<file path="src/rtl/ch1_frame_ctrl.sv">
// Channel 1 sequencing: 512 Hz frame sequencer, length counter,
// sweep/envelope pace timers, restart sequencing and active flag.
// Ports:
//   dyfa_1mhz/apu_reset   clock, sync active-high reset
//   apu_en, div_tick      master enable, 512 Hz tick
//   trig, len_*           FF14 trigger, FF11 length load
//   sweep_pace, env_pace  pace fields
//   dac_on, sweep_ovf     active-flag clear sources
//   seq_step              frame-sequencer step
//   ch1_restart           restart pulse
//   sweep_step, env_step  datapath step pulses
//   ch1_active, len_left  NR52 bit 0 and remaining length
module ch1_frame_ctrl (
  input  logic       dyfa_1mhz,
  input  logic       apu_reset,
  input  logic       apu_en,
  input  logic       div_tick,
  input  logic       trig,
  input  logic       len_en,
  input  logic       len_wr,
  input  logic [5:0] len_data,
  input  logic [2:0] sweep_pace,
  input  logic [2:0] env_pace,
  input  logic       dac_on,
  input  logic       sweep_ovf,
  output logic [2:0] seq_step,
  output logic       ch1_restart,
  output logic       sweep_step,
  output logic       env_step,
  output logic       ch1_active,
  output logic [6:0] len_left
);

  logic [2:0] s_q, s_d;
  logic       len_clk_q, len_clk_d;
  logic       swp_clk_q, swp_clk_d;
  logic       env_clk_q, env_clk_d;
  logic       rst_q, rst_d;
  logic       swp_stp_q, swp_stp_d;
  logic       env_stp_q, env_stp_d;
  logic       act_q, act_d;
  logic [6:0] len_q, len_d;
  logic [3:0] swp_t_q, swp_t_d;
  logic [3:0] env_t_q, env_t_d;

  logic       go;
  logic       len_dec;
  logic       expire;
  logic [3:0] swp_rld;
  logic [3:0] env_rld;

  assign swp_rld = (sweep_pace == 3'd0) ? 4'd8 : {1'b0, sweep_pace};
  assign env_rld = (env_pace == 3'd0) ? 4'd8 : {1'b0, env_pace};

  // Restart actions happen on the edge that samples trig,
  // the same edge on which ch1_restart rises.
  assign go      = trig & apu_en;
  assign len_dec = len_clk_q & len_en & apu_en;
  assign expire  = ~len_wr & len_dec & (len_q == 7'd1);

  always_comb begin
    s_d       = s_q;
    len_clk_d = 1'b0;
    swp_clk_d = 1'b0;
    env_clk_d = 1'b0;
    rst_d     = 1'b0;
    swp_stp_d = 1'b0;
    env_stp_d = 1'b0;
    swp_t_d   = swp_t_q;
    env_t_d   = env_t_q;
    if (apu_en) begin
      rst_d = trig;
      if (div_tick) begin
        s_d       = s_q + 3'd1;
        len_clk_d = ~s_q[0];
        swp_clk_d = (s_q[1:0] == 2'b10);
        env_clk_d = (s_q == 3'd7);
      end
      if (trig) begin
        swp_t_d = swp_rld;
      end else if (swp_clk_q) begin
        if (swp_t_q > 4'd1) begin
          swp_t_d = swp_t_q - 4'd1;
        end else begin
          swp_t_d   = swp_rld;
          swp_stp_d = (sweep_pace != 3'd0);
        end
      end
      if (trig) begin
        env_t_d = env_rld;
      end else if (env_clk_q) begin
        if (env_t_q > 4'd1) begin
          env_t_d = env_t_q - 4'd1;
        end else begin
          env_t_d   = env_rld;
          env_stp_d = (env_pace != 3'd0);
        end
      end
    end else begin
      s_d = 3'd0;
    end
  end

  // Length: a write wins; otherwise reload-if-zero on restart,
  // else decrement on a length clock.
  always_comb begin
    len_d = len_q;
    if (len_wr) begin
      len_d = 7'd64 - {1'b0, len_data};
    end else if (go && len_q == 7'd0) begin
      len_d = 7'd64;
    end else if (len_dec && len_q != 7'd0) begin
      len_d = len_q - 7'd1;
    end
  end

  always_comb begin
    act_d = act_q;
    if (!apu_en) begin
      act_d = 1'b0;
    end else if (trig) begin
      act_d = dac_on;
    end else if (!dac_on || sweep_ovf || expire) begin
      act_d = 1'b0;
    end
  end

  always_ff @(posedge dyfa_1mhz) begin
    if (apu_reset) begin
      s_q       <= 3'd0;
      len_clk_q <= 1'b0;
      swp_clk_q <= 1'b0;
      env_clk_q <= 1'b0;
      rst_q     <= 1'b0;
      swp_stp_q <= 1'b0;
      env_stp_q <= 1'b0;
      act_q     <= 1'b0;
      len_q     <= 7'd0;
      swp_t_q   <= 4'd0;
      env_t_q   <= 4'd0;
    end else begin
      s_q       <= s_d;
      len_clk_q <= len_clk_d;
      swp_clk_q <= swp_clk_d;
      env_clk_q <= env_clk_d;
      rst_q     <= rst_d;
      swp_stp_q <= swp_stp_d;
      env_stp_q <= env_stp_d;
      act_q     <= act_d;
      len_q     <= len_d;
      swp_t_q   <= swp_t_d;
      env_t_q   <= env_t_d;
    end
  end

  assign seq_step    = s_q;
  assign ch1_restart = rst_q;
  assign sweep_step  = swp_stp_q;
  assign env_step    = env_stp_q;
  assign ch1_active  = act_q;
  assign len_left    = len_q;

endmodule

</file>
<file path="config.mk">
export PLATFORM = sky130hd
export DESIGN_NAME = ch1_frame_ctrl
export DESIGN_NICKNAME = d
export VERILOG_FILES = /design/src/rtl/ch1_frame_ctrl.sv
export SDC_FILE = /design/constraint.sdc
export NUM_CORES = 1
export LEC_CHECK = 0
export CAP_MARGIN = 10
export CORE_MARGIN = 2
export CORE_UTILIZATION = 49
export CTS_CLUSTER_SIZE = 16
export DETAILED_ROUTE_END_ITERATION = 12
export PLACE_DENSITY = 0.75
export SETUP_SLACK_MARGIN = 0.2
export SYNTH_ARGS = -nofsm -noshare
export SYNTH_HDL_FRONTEND = slang
export SYNTH_SLANG_ARGS = --single-unit
</file>
<file path="constraint.sdc">
create_clock -name dyfa_1mhz -period 2.4 [get_ports dyfa_1mhz]
set_clock_uncertainty 0.05 [all_clocks]
set_input_delay 0.48 -clock dyfa_1mhz [delete_from_list [all_inputs] [get_ports dyfa_1mhz]]
set_output_delay 0.48 -clock dyfa_1mhz [all_outputs]
set_load 0.02 [all_outputs]
</file>
; ---- Yosys cells after proc, flatten, opt, wreduce, memory -nomap -nowiden
; Index checks and enable logic that the tools add are counted.
[word_totals]
output_inout_bits = 14
ff_bits = 25
wordCells = 66
input_bits = 21
[op_classes]
add_sub_neg = 5
n_bitwise = 11
eq_ne = 3
reduce_logical = 21
n_lt_le_gt_ge = 2
muxes = 13
[ops]
columns = op, n
row1 = 4-bit two-way mux, 8
row2 = 7-bit two-way mux, 3
row3 = 5-bit OR reduction, 2
row4 = 3-bit nonzero test, 3
row5 = 4-bit by 1-bit > comparator with 1-bit output (second input constant), 2
row6 = 4-bit by 1-bit subtractor with 4-bit output (second input constant), 2
row7 = 7-bit by 1-bit == test with 1-bit output (second input constant), 1
row8 = 7-bit zero test, 1
row9 = 7-bit nonzero test, 1
row10 = 7-bit by 1-bit subtractor with 7-bit output (second input constant), 1
row11 = 7-bit by 6-bit subtractor with 7-bit output (first input constant), 1
row12 = 3-bit zero test, 2
row13 = 1-bit NOT, 6
row14 = 2-bit nonzero test, 3
row15 = 1-bit AND, 5
row16 = 2-bit AND reduction, 2
row17 = 3-bit by 1-bit adder with 3-bit output (second input constant), 1
row18 = 3-bit == test (second input constant), 1
row19 = 3-bit OR reduction, 1
row20 = 2-bit == test (second input constant), 1
row21 = 1-bit logical AND, 2
row22 = 1-bit logical OR, 2
row23 = 1-bit two-way mux, 2
row24 = 2-bit OR reduction, 1
row25 = 1-bit zero test, 1

; ---- Logic depth before layout (Yosys ltp)
; Gate-level depths: netlist of the first run.
[logic_depth]
ltp_word = 7
depth_mapped = 7
mapped_depth_nobuf = 7

; ---- Worst setup path after synthesis of the first run
; OpenSTA, ideal clock, no wires.
[synth_path]
path_kind = reg-to-reg
from = register len_q[0] (netlist: len_left[0])
to = register len_q[5] (netlist: len_left[5])
setup_ns = 0.092
path_slack_ns = 0.569
path_stages_with_launch = 8
n_path_buf = 0
synth_period_minus_slack_ns = 1.831
t_arrival_ns = 1.689
t_required_ns = 2.258
cell_sequence = dfxtp_1 > inv_1 > ha_1 > and2_4 > a41o_1 > a41oi_1 > a21oi_1 > nor4_1
[synth_via]
elab_chain_cells = 4
word_cells_on_any_way = 9
classes_between = add/sub (1) / mux (3) / reduce/logical (5)
[synth_rtl]
columns = element, line
row1 = start: declaration, 42  ; logic [6:0] len_q, len_d;
row2 = start signal: assignment, 150  ; len_q <= len_d;
row3 = 7-bit by 1-bit subtractor with 7-bit output or 7-bit zero test (tied branches), "113, 110"
row4 = 7-bit two-way mux or 1-bit logical AND (tied branches), "112, 110"
row5 = 7-bit two-way mux, 110  ; end else if (go && len_q == 7'd0) begin
row6 = 7-bit two-way mux, 108  ; if (len_wr) begin
; Parallel ways exist; a longest one is shown, timed or not. The select of a mux whose other input is x is not followed.
; A chain may end at the register's enable or synchronous reset.

; ---- Worst setup path in the final report of the first run
[layout_path]
from = register len_q[0] (netlist: len_left[0])
to = output len_left[0]
[layout_rtl]
columns = element, line
row1 = end: declaration, 31  ; output logic [6:0] len_left
; No word-level cell between the ends.

==> flow_summary.toml, run 1 <==
[final_layout]
fin_area_um2 = 1870
antenna_cells = 0
multiInputGateArea_um2 = 901
post-route-util_pct = 66.8
regArea_um2 = 500
area_growth_pct = 28.4
fillCellCount = 241
final_nets = 243
final_layout_size_suffix_gt1_share_pct = 7.11

[critical_path]
reg2reg_depth = 7
endpoint_kind = "output port"
worstPathArrival_ns = 1.47
reg2reg_slack_ns = 0.43
critPathMaxFanout = 7
crit_slowest_cell = "clkdlybuf4s50_1"
path_class = "reg2out"
cp_top_family = "buffers and inverters"
r2r-end = "len_left[5]"
cp_cell_sequence = "clkdlybuf4s50_1"
cp_num_buf_inv = 1
timing.rr.start = "len_left[0]"
critPathLaunchType = "register"
worstPathRequired_ns = 1.87
cpPeakStageDelay_ns = 0.66

[logic_synthesis]
synth_seq_cells = 25
yosysUniqueCellTypes = 40
synth_edf_count = 0
synth_area_per_cell_um2 = 8.39
synth_top_cell_by_area = "dfxtp_1"
yosys_warnings = 0
synth_top_area_share_pct = 34.3
netlist_area_um2 = 1460
async_reset_ff_share_pct = 0
post-synth-top-count-cell = "dfxtp_1"
syn_inst = 174
synth_common_cells = "dfxtp_1 (25), nor2_1 (21), a21oi_1 (14)"
ys_top_cells_by_area = "dfxtp_1 (34%), ha_1 (8.6%), nor2_1 (5.4%)"
ys_seq_area_share_pct = 34.3
synth_nets = 205
synth_ff_type = "dfxtp_1"

[clock_tree]
cts_resized = 0
cts_root_buf = "clkbuf_4"
clk_latency_ns = 0.32
post-cts-setup-buffers = 0
numCtsBuffers = 3
cts_hold_buffers = 0
cts_sinks = 25
htree_levels = 1
clkTransAtPathRegs_ns = 0.14
clockBufferDepth = 2
cts_tree = "done"

[detailed_routing]
via_count = 1408
wl_met1_mm = 1.60
topRoutingLayerUsed = "met4"
firstDrtPassIters = 8
avgRoutedWirePerCell_um = 14.5
via_per_inst = 5.82
wirelength_mm = 3.51
drc = 3
dr_wl_met2_mm = 1.74
postRouteAntennaNets = 0
wl_met3_um = 130
dr.first_iter.drc_count = 75

[sta]
period_minus_slack_ns = 2.00
drv_slew = 0
relSlewSlack_pct = 62.6
min_period_over_period_pct = 83.4
tightest_slew_ns = 0.556
fmaxAchievable_ghz = 0.499
hold_violations = 0
tns_ns = 0
rsz0062_at_grt = "no"
final-setup-viol-count = 0

[global_routing]
grt_pass1_wl_mm = 5.82
grt-ovfl-total = 0
grt_pass1_vias = 1307
grt_max_degree = 17
antenna_found_initial = 0
grt_use_total_pct = 22.0

[floorplanning]
die_area_um2 = 3430
die_w_um = 58.6
io_pins = 35
initial_core_util_pct = 52.1
fp-row-count = 19
core_area_um2 = 2810
die_h_um = 58.6

[power]
vdd_drop_max_v = 0.000288
p_leak_nw = 0.728
powerDensity_nw_per_um2 = 491

[place]
gp_congestion = 0.842
portBuffers = 34
hpwl_mm = 2.71
dpl_cell_area_um2 = 1850

[worst_hold_path]
holdPathStages = 2
hold_class = "reg2reg"
whs_endpoint = "swp_t_q[1]"
hp-start = "swp_t_q[1]"

[run_status]
violations = "design-rule violations"
outcome = "finished with violations"

[run]
drv_cap = 0
kinds of logic (layout without fill, tap and decap cells):
group           after synthesis  count (layout)  synth area share [%]
compound gates               47              47                  22.7
xor+xnor                      5               5                  3.00
fa+ha+maj                    10              10                  8.57
buf+inv                      15              52                  4.03
flops                        25              25                  34.3
mux                           3               3                  2.14
simple gates                 69              69                  25.3
stage by stage:
| step | total power [mW] | hold slack (ns) | setup slack, ns | instances |
|---|---|---|---|---|
| after floorplan | 0.633 | 0.395 | 0.569 | 174 |
| after global placement | 0.728 | 0.414 | 0.300 | 238 |
| after detailed placement | 0.738 | 0.419 | 0.280 | 238 |
| after CTS | 0.924 | 0.439 | 0.394 | 242 |
| after global routing | 0.976 | 0.465 | 0.290 | 242 |
| final | 0.920 | 0.443 | 0.397 | 242 |
cell usage in the layout, fill, tap and decap left out, drive strengths merged, types with 2 or more instances in the layout:
master / instances
clkdlybuf4s50: 34
dfxtp: 25
nor2: 21
nor3: 15
a21oi: 14
inv: 10
o21ai: 10
ha: 10
nand2: 7
and3: 5
a31oi: 5
nor4: 4
buf: 4
clkbuf: 4
xnor2: 3
nand2b: 3
and2: 3
a41oi: 2
nand3: 2
a21o: 2
nand4: 2
xor2: 2
a211oi: 2
o31ai: 2
nor4bb: 2
o21a: 2
a2bb2oi: 2
mux2i: 2
a22oi: 2
or3: 2
layout make-up:
type                       instances  area share (%)
multi-input combinational        134            48.1
sequential                        25            26.7
timing repair buffer              38            19.8
tap                               31            2.07
inverter                          10            2.00
clock buffer                       4            1.40
sequential cells by signal, indices dropped and copies added, names as in the netlist, 3 cells and up:
signal and count:
env_t_q 4, len_left 7, seq_step 3, swp_t_q 4
routing by layer:
layer | global-route usage (%) | vias to the layer above
met4 | 7.79 | 0
li1 | - | 715
met5 | 0 | -
met1 | 27.7 | 661
met3 | 3.96 | 4
met2 | 37.7 | 28
worst max-delay path by stage:
stage                            from           to  slack (ns)  cells past startpoint
after floorplan           len_left[0]  len_left[5]        0.57                      7
after global placement    len_data[0]  len_left[5]        0.30                      6
after detailed placement  len_data[0]  len_left[5]        0.28                      6
after CTS                 len_left[0]  len_left[0]        0.39                      1
after global routing      len_left[0]  len_left[5]        0.29                      7
final                     len_left[0]  len_left[0]        0.40                      1
report_power, final:
part           leakage (nW)  internal (mW)  switching (mW)
clock network        0.0150         0.0651           0.123
registers             0.204          0.436          0.0315
logic                 0.509          0.130           0.134
worst reg2reg max path, stage by stage, from the launching register on:
cell     delay [ns]
dfxtp_1        0.49
inv_1          0.08
ha_1           0.29
and2_4         0.17
a41o_1         0.30
a41oi_1        0.21
a21oi_1        0.07
nor4_1         0.24
Note: power is estimated with default switching activity, not from simulation.
==> run 2: changes to the inputs <==
- clock period: 2.4 -> 1.87 ns (I/O delays scaled with it)
==> run 2 against run 1 <==
The flow still finishes with violations (design-rule violations). Final area grew 12%. Die area unchanged. Via count up 7.8%. Sequential share of layout area decreased by 2.0 points. Wire length grew 12%. Non-clock buffer count increased by 17. Total power rose by 37%. Final cell count grew 7.0%. Sequential power grew 28%. Critical path type unchanged. Critical endpoint is now len_left[2]. Highest routed layer unchanged.
==> flow_summary.toml, run 2 (synthesis gave the netlist of run 1 again) <==
[place]
hpwl_mm = 2.82
placed_cells = 247
dpl_cell_area_um2 = 1930
portBuffers = 34
gp_congestion = 0.841
dp_worst_setup_slack_ns = -0.143

[sta]
drv_slew = 0
final-setup-viol-count = 0
hold_violations = 0
relSlewSlack_pct = 70.6
layout_setup_ws_ns = 0.219
holdWs_ns = 0.438
tns_ns = 0
min_period_over_period_pct = 88.3
rsz0062_at_grt = "yes"
period_minus_slack_ns = 1.65
tightest_slew_ns = 0.438
fmaxAchievable_ghz = 0.606

[global_routing]
grt-ovfl-total = 0
grt_use_total_pct = 22.6
grt_pass1_vias = 1424
grt_max_degree = 15
antenna_found_initial = 0
grt_pass1_wl_mm = 6.15

[critical_path]
reg2reg_slack_ns = 0.26
r2r-end = "len_left[2]"
worstPathArrival_ns = 1.23
critPathMaxFanout = 6
critPathLaunchType = "register"
timing.rr.start = "len_left[0]"
crit_end = "len_left[2]"
reg2reg_depth = 7
cp_cell_sequence = "dlygate4sd2_1"
path_class = "reg2out"
cpPeakStageDelay_ns = 0.50
cp_num_buf_inv = 1
path_depth = 1
worstPathRequired_ns = 1.45
critPathLaunch = "len_left[2]"
crit_slowest_cell = "dfxtp_1"
cp_top_family = "flip-flops"
endpoint_kind = "output port"

[final_layout]
final_common_cell = "buf_4"
fillCellCount = 227
post-route-util_pct = 74.8
fin_area_um2 = 2100
final_nets = 260
stdcell_count = 259
final_layout_size_suffix_gt1_share_pct = 23.7
largest_reg_flops = 7
final_cell_mix = "buf_4 (21), nor2_1 (19), dfxtp_1 (19)"
area_growth_pct = 43.8
antenna_cells = 0

[power]
powerDensity_nw_per_um2 = 601
vdd_drop_max_v = 0.000586
p_leak_nw = 0.907
p_total_mw = 1.26

[clock_tree]
cts_root_buf = "clkbuf_4"
clk_latency_ns = 0.34
clkTransAtPathRegs_ns = 0.14
cts_sinks = 25
numCtsBuffers = 3
clockBufferDepth = 2
htree_levels = 1
cts_tree = "done"

[floorplanning]
io_pins = 35
core_area_um2 = 2810
die_h_um = 58.6
initial_core_util_pct = 52.1
die_area_um2 = 3430
fp-row-count = 19
die_w_um = 58.6

[detailed_routing]
postRouteAntennaNets = 0
via_count = 1518
via_per_inst = 5.86
firstDrtPassIters = 8
dr.first_iter.drc_count = 118
drc = 2
wirelength_mm = 3.92
avgRoutedWirePerCell_um = 15.1

[run_status]
violations = "design-rule violations"
outcome = "finished with violations"

[worst_hold_path]
hold_class = "reg2reg"

[run]
drv_cap = 0
[run 2: changes by cell type in the layout (fill, tap and decap cells not counted), sizes merged]
cell	change
buf	+17
clkbuf	-1
clkdlybuf4s50	-16
clkinv	+1
dlygate4sd2	+14
dlymetal6s2s	+2
[run 2: how the worst min path moves through the flow]
stage                          start          to  slack, ns  cells past startpoint
after CTS                 swp_t_q[1]  swp_t_q[1]       0.44                      2
after floorplan           swp_t_q[1]  swp_t_q[1]       0.40                      2
final                     swp_t_q[1]  swp_t_q[1]       0.44                      2
after detailed placement  swp_t_q[1]  swp_t_q[1]       0.43                      2
after global routing      swp_t_q[1]  swp_t_q[1]       0.46                      2
after global placement    swp_t_q[1]  swp_t_q[1]       0.41                      2
[run 2: layer usage]
metal,up-vias,global-route usage [%],routed length [um]
met5,-,0,0
met4,0,8.77,94
li1,745,-,-
met3,13,2.20,211
met1,710,29.0,1710
met2,50,39.3,1910
[run 2: cell type report]
class	count	area (um^2)	area share, %
Sequential cell	25	518	24.7
Tap cell	31	38.8	1.85
Timing Repair Buffer	55	485	23.1
Clock inverter	1	5.00	0.238
Inverter	10	37.5	1.79
Clock buffer	3	22.5	1.07
Multi-Input combinational cell	134	992	47.3
[run 2: timing repair]
action	CTS	global route
buffers inserted	6	2
resized for setup	20	22
hold endpoints to repair	0	0
pin swaps	1	11
hold buffers	0	0
endpoints found under the setup margin	18	11
[run 2: power breakdown]
group	total (mW)	internal, mW	switching, mW
Clock	0.256	0.0808	0.175
Combinational	0.409	0.204	0.205
Sequential	0.597	0.560	0.0376
==> run 3: changes to the inputs <==
- ABC_CLOCK_PERIOD_IN_PS: default -> 1870
- HOLD_SLACK_MARGIN: default -> 0.12
==> results of run 3 <==
Final layout, timing and power as in run 2 (identical DEF).
